`src/rtl/uart_rx.sv`:
```
// 8N1 UART receiver: two-flop synchronizer, mid-bit sampling at a fixed
// clocks-per-bit divisor, one-cycle valid / frame_err strobes.
module uart_rx #(
  parameter int divisor = 32
) (
  input  logic       clk,
  input  logic       rst,
  input  logic       rxi,
  output logic [7:0] data,
  output logic       valid,
  output logic       frame_err,
  output logic       busy,
  output logic [2:0] state_dbg
);

  // Output protocol: valid and frame_err are single-cycle strobes with no
  // ready/backpressure; the consumer must take data while valid is high (or
  // before the next valid). data holds the last good byte between strobes.

  localparam int cw = $clog2(divisor);
  localparam logic [cw-1:0] cnt_half = cw'(divisor / 2 - 1);
  localparam logic [cw-1:0] cnt_full = cw'(divisor - 1);

  localparam logic [2:0] IDLE  = 3'd0;
  localparam logic [2:0] START = 3'd1;
  localparam logic [2:0] DATA  = 3'd2;
  localparam logic [2:0] STOP  = 3'd3;
  localparam logic [2:0] BREAK = 3'd4;

  logic          sync1, sync2;
  logic          rxs;
  logic [2:0]    state;
  logic [cw-1:0] cnt;
  logic [2:0]    idx;
  logic [7:0]    shreg;
  logic          sample;

  // Synchronizer resets high so a reset release never looks like a start edge.
  always_ff @(posedge clk or posedge rst) begin
    if (rst) begin
      sync1 <= 1'b1;
      sync2 <= 1'b1;
    end else begin
      sync1 <= rxi;
      sync2 <= sync1;
    end
  end

  assign rxs       = sync2;
  assign sample    = (cnt == '0);
  assign busy      = (state != IDLE);
  assign state_dbg = state;

  always_ff @(posedge clk or posedge rst) begin
    if (rst) begin
      state     <= IDLE;
      cnt       <= '0;
      idx       <= 3'd0;
      shreg     <= 8'h00;
      data      <= 8'h00;
      valid     <= 1'b0;
      frame_err <= 1'b0;
    end else begin
      valid     <= 1'b0;
      frame_err <= 1'b0;

      if (state != IDLE) begin
        if (sample) cnt <= cnt_full;
        else        cnt <= cnt - cw'(1);
      end

      case (state)
        IDLE: begin
          if (!rxs) begin
            state <= START;
            cnt   <= cnt_half;
          end
        end
        START: begin
          if (sample) begin
            if (!rxs) begin
              state <= DATA;
              idx   <= 3'd0;
            end else begin
              state <= IDLE;
            end
          end
        end
        DATA: begin
          if (sample) begin
            // LSB arrives first, so shifting in from the top leaves bit 0 at shreg[0].
            shreg <= {rxs, shreg[7:1]};
            if (idx == 3'd7) state <= STOP;
            else             idx   <= idx + 3'd1;
          end
        end
        STOP: begin
          if (sample) begin
            if (rxs) begin
              data  <= shreg;
              valid <= 1'b1;
              state <= IDLE;
            end else begin
              frame_err <= 1'b1;
              state     <= BREAK;
            end
          end
        end
        BREAK: begin
          // Wait out a held-low line so it yields one frame_err, not a stream of frames.
          if (rxs) state <= IDLE;
        end
        default: state <= IDLE;
      endcase
    end
  end

endmodule

```
`config.mk`:
```
export PLATFORM = sky130hd
export DESIGN_NAME = uart_rx
export DESIGN_NICKNAME = d
export VERILOG_FILES = /design/src/rtl/uart_rx.sv
export SDC_FILE = /design/constraint.sdc
export NUM_CORES = 1
export LEC_CHECK = 0
export CAP_MARGIN = 30
export CELL_PAD_IN_SITES_DETAIL_PLACEMENT = 1
export CELL_PAD_IN_SITES_GLOBAL_PLACEMENT = 2
export CORE_MARGIN = 2
export CORE_UTILIZATION = 33
export DETAILED_ROUTE_END_ITERATION = 10
export PLACE_DENSITY_LB_ADDON = 0.1
export SLEW_MARGIN = 0
export SYNTH_ARGS = -nofsm -noshare
export SYNTH_HDL_FRONTEND = slang
export SYNTH_SLANG_ARGS = --single-unit
```
`constraint.sdc`:
```
create_clock -name clk -period 2.08 [get_ports clk]
set_clock_uncertainty 0.1 [all_clocks]
set_input_delay 0.312 -clock clk [delete_from_list [all_inputs] [get_ports clk]]
set_output_delay 0.312 -clock clk [all_outputs]
set_load 0.03 [all_outputs]
```
# Yosys cells after proc, flatten, opt, wreduce, memory -nomap -nowiden
# Index checks and enable logic that the tools add are counted.
# totals
regBits,31
out_inout_bits,14
word_cells,56
# op_classes
add_sub_neg,2
n_eq_ne,13
muxes,24
n_reduce_logical,8
# ops
operator,n
$mux 3,11
$mux 5,4
$ne 2x2->1 const B,8
$pmux 3 s5,1
$eq 3x2->1 const B,2
$eq 3x3->1 const B,2
$mux 1,6
$pmux 3 s2,1
$reduce_and 6->1,1
$logic_not 5->1,1
$reduce_and 5->1,1
$sub 5x1->5 const B,1
$add 3x1->3 const B,1
$eq 3x1->1 const B,1
$logic_not 3->1,1
$reduce_and 3->1,1
$reduce_bool 3->1,1
$mux 2,1
$reduce_and 2->1,1
$reduce_bool 2->1,1

# Logic depth before layout (Yosys ltp)
# depth
word_depth,5
depth_mapped,5
depth_no_buf,5

# Worst setup path after synthesis
# OpenSTA, ideal clock, no wires.
# synth_path
path_kind,reg2reg
from,register idx[0]
to,register idx[0]
arrival_ps,1840
required_ps,1855
slack_ps,15
stages_incl_launch_ff,6
synth_period_minus_slack_ps,2065
path_cell_list,dfrtp_1 -> ha_1 -> ha_1 -> or3b_2 -> a211oi_4 -> mux2_4
# synth_between
elab_chain_cells,4
# synth_lines
element,line,text
from (decl),34,logic [2:0] idx;
from (signal assigned),94,else idx <= idx + 3'd1;
$add 3x1->3,94,
$mux 3,93,if (idx == 3'd7) state <= STOP;
$mux 3,90,if (sample) begin
$pmux 3 s2,72,case (state)
# Parallel ways exist; a longest one is shown, timed or not. The select of a mux whose other input is x is not followed.
# A chain may end at the register's enable or synchronous reset.

# Worst setup path after layout
# Ends and elaborated chain as after synthesis.

==> flow_metrics.tcl <==
set metrics [dict create \
    cts.sinks 31 \
    setup_viol 0 \
    clock_latency_ps 270 \
    h-tree-depth 2 \
    grt_pass1_wl_mm 4.65 \
    hpwl_mm 1.90 \
    ys_seq_elements 31 \
    synthMostInstantiatedCell "dfrtp_1" \
    synth_ff_type "dfrtp_1" \
    switchingPower_uw 584 \
    start_util_pct 34.3 \
    worst_setup_path_start_kind "flop" \
    drc 0 \
    synth_cell_type_count 33 \
    post_dp_cell_area_mm2 0.00163 \
    core_region_area_mm2 0.00397 \
    area_growth_pct 28.5 \
    clkTransAtPathRegs_ps 60 \
    port_buffers 16 \
    synth.cell_area_mm2 0.00136 \
    leakagePower_nw 0.827 \
    rows 23 \
    cts_hold_buf 0 \
    crit_path_end_kind "flop" \
    cts_tree "built" \
    max_stage_delay_ps 390 \
    die_h_um 68.2 \
    wl_per_cell_um 15.0 \
    comb_power_share_pct 29.3 \
    pwr-share-seq_pct 44.0 \
    syn_inst 104 \
    hold_violations 0 \
    synth_area_leaders "dfrtp_1 (53%), mux2_2 (13%), dfstp_2 (3.9%)" \
    drt_iter0_drc 32 \
    worstPathCellList "ha_1 > ha_1 > or3b_4 > a211oi_4 > mux2_4" \
    die_x_um 68.2 \
    max_freq_mhz 503 \
    hold_class "reg2reg" \
    pwr-share-clk_pct 26.7 \
    required_ps 2140 \
    reg2regPathDepth 5 \
    grt_pass1_vias 966 \
    total_power_mw 1.79 \
    drive_above_1_share_pct 34.1 \
    slowest_stage "or3b_4" \
    p_per_area_mw_per_mm2 1030 \
    worstSetupPathType "reg2reg" \
    netlist.area_leader.share_pct 53.3 \
    period_needed_ps 1990 \
    synth_edf_count 0 \
    antenna_found_initial 0 \
    gp_congestion 0.750 \
    synth_top_cell_by_area "dfrtp_1" \
    holdWs_ps 256 \
    post-route-cell-area_mm2 0.00175 \
    p_int_mw 1.21 \
    routed_wl_mm 2.78 \
    cts_max_path_buffers 2 \
    path_common_cell "ha_1" \
    cap_viol_max_count 0 \
    cts_inserted_buffers 5 \
    period_share_pct 95.5 \
    diodes 0 \
    rsz0062_at_grt "no" \
    ant_nets 0 \
    syn_nets 110 \
    firstDrtPassIters 4 \
    finish.utilization_pct 44.0 \
    grt_max_degree 32 \
    viasPerCell 4.81 \
    nNetsFinal 140 \
    ys_warn_count 0 \
    synthTopCellsByCount "dfrtp_1 (29), mux2_2 (16), inv_1 (9)" \
    grt_overflow 0 \
    hold_path_depth 0 \
    crit_fanout 2 \
    worstPathArrival_ps 2050 \
    track_usage_pct 14.1 \
    synth_area_per_cell_um2 13.1 \
    p_sw_share_pct 32.6 \
    clockRootBuffer "clkbuf_8" \
    seq_area_frac_synth_pct 57.2 \
    io-pin-count 17 \
    ir_drop_v 0.000415 \
    design.die.area_mm2 0.00465 \
    synth-async-reset-ratio_pct 100 \
    worstMarginPinSlew_ps 402 \
    relSlewSlack_pct 73.2 \
    status "completed" \
    maxSlewViolCount 0 \
    vias 889 \
]
metal layers:
metal  wire length [um]  track usage [%]  up-vias  part of all wire (%)
met1               1290             16.8      450                    46
li1                   -                -      424                     -
met4                 29             7.00        0                   1.0
met3                 80             5.26        2                   2.9
met2               1390             22.2       13                    50
met5                  0                0        -                     0
registers in the layout, summed over array words and instances, names as in the netlist:
name	cells
rxs	1
valid	1
idx	3
shreg	8
frame_err	1
state_dbg	3
cnt	5
data	8
sync1	1
power by group through the flow:
stage / registers, mW / logic [mW] / clock network (mW)
after global routing: 0.808 / 0.583 / 0.526
after global placement: 0.797 / 0.484 / 0
after CTS: 0.793 / 0.501 / 0.501
after detailed placement: 0.803 / 0.503 / 0
after floorplan: 0.794 / 0.319 / 0
final: 0.789 / 0.525 / 0.479
worst max-delay path: cells and delay by family (launching register included):
| kind | cells | cell delay (ps) |
|---|---|---|
| simple gates | 1 | 390 |
| flops | 1 | 380 |
| fa+ha+maj | 2 | 390 |
| compound gates | 1 | 300 |
| mux | 1 | 320 |
worst paths after layout:
| kind | startpoint | endpoint | slack, ps |
|---|---|---|---|
| min in group asynchronous | rst | data[1] | 330 |
| hold / removal | sync1 | rxs | 260 |
| max in group asynchronous | rst | sync1 | 1220 |
| hold reg to reg | sync1 | rxs | 260 |
| setup / recovery | idx[0] | idx[0] | 90 |
| setup reg to reg | idx[0] | idx[0] | 90 |
layout make-up:
cell class | instances | area (um2)
Tap cell | 50 | 62.6
Clock inverter | 1 | 5.00
Timing Repair Buffer | 26 | 236
Inverter | 9 | 33.8
Multi-Input combinational cell | 61 | 547
Fill cell | 407 | 2220
Clock buffer | 7 | 86.3
Sequential cell | 31 | 778
logic make-up (layout without fill, tap and decap cells):
family	Yosys count	count (layout)	synth area share [%]
AO/OA/AOI/OAI	15	15	7.90
adder cells (fa/ha/maj)	3	3	2.76
buffers and inverters	12	43	3.77
flip-flops	31	31	57.2
multiplexers	19	19	15.8
AND/OR/NAND/NOR	24	24	12.6
layout by cell type, fill, tap and decap left out, types with 2 or more instances in the layout:
| master | count |
|---|---|
| clkbuf_8 | 6 |
| buf_4 | 10 |
| a21oi_1 | 3 |
| nor2_1 | 4 |
| nand3_1 | 3 |
| nor3b_1 | 2 |
| nor3_1 | 2 |
| o21ai_0 | 5 |
| dfrtp_1 | 29 |
| nand2_1 | 3 |
| inv_1 | 9 |
| ha_1 | 2 |
| clkdlybuf4s50_1 | 14 |
| mux2_2 | 16 |
| dfstp_2 | 2 |
| mux2i_1 | 2 |
what timing repair did:
item	4_1_cts	5_1_grt
gates resized for setup	1	4
buffers inserted	0	1
endpoints found under the hold margin	0	0
pin swaps	1	1
setup endpoints to repair	4	4
per-stage QoR:
step           std cells  TNS, ps  setup WS (ps)
2_1_floorplan        104        0           14.9
3_3_place_gp         176        0           42.0
3_5_place_dp         176    -16.5          -16.5
4_1_cts              184        0           5.11
5_1_grt              185        0           20.9
6_report             185        0           92.8
Note: power is estimated with default switching activity, not from simulation.
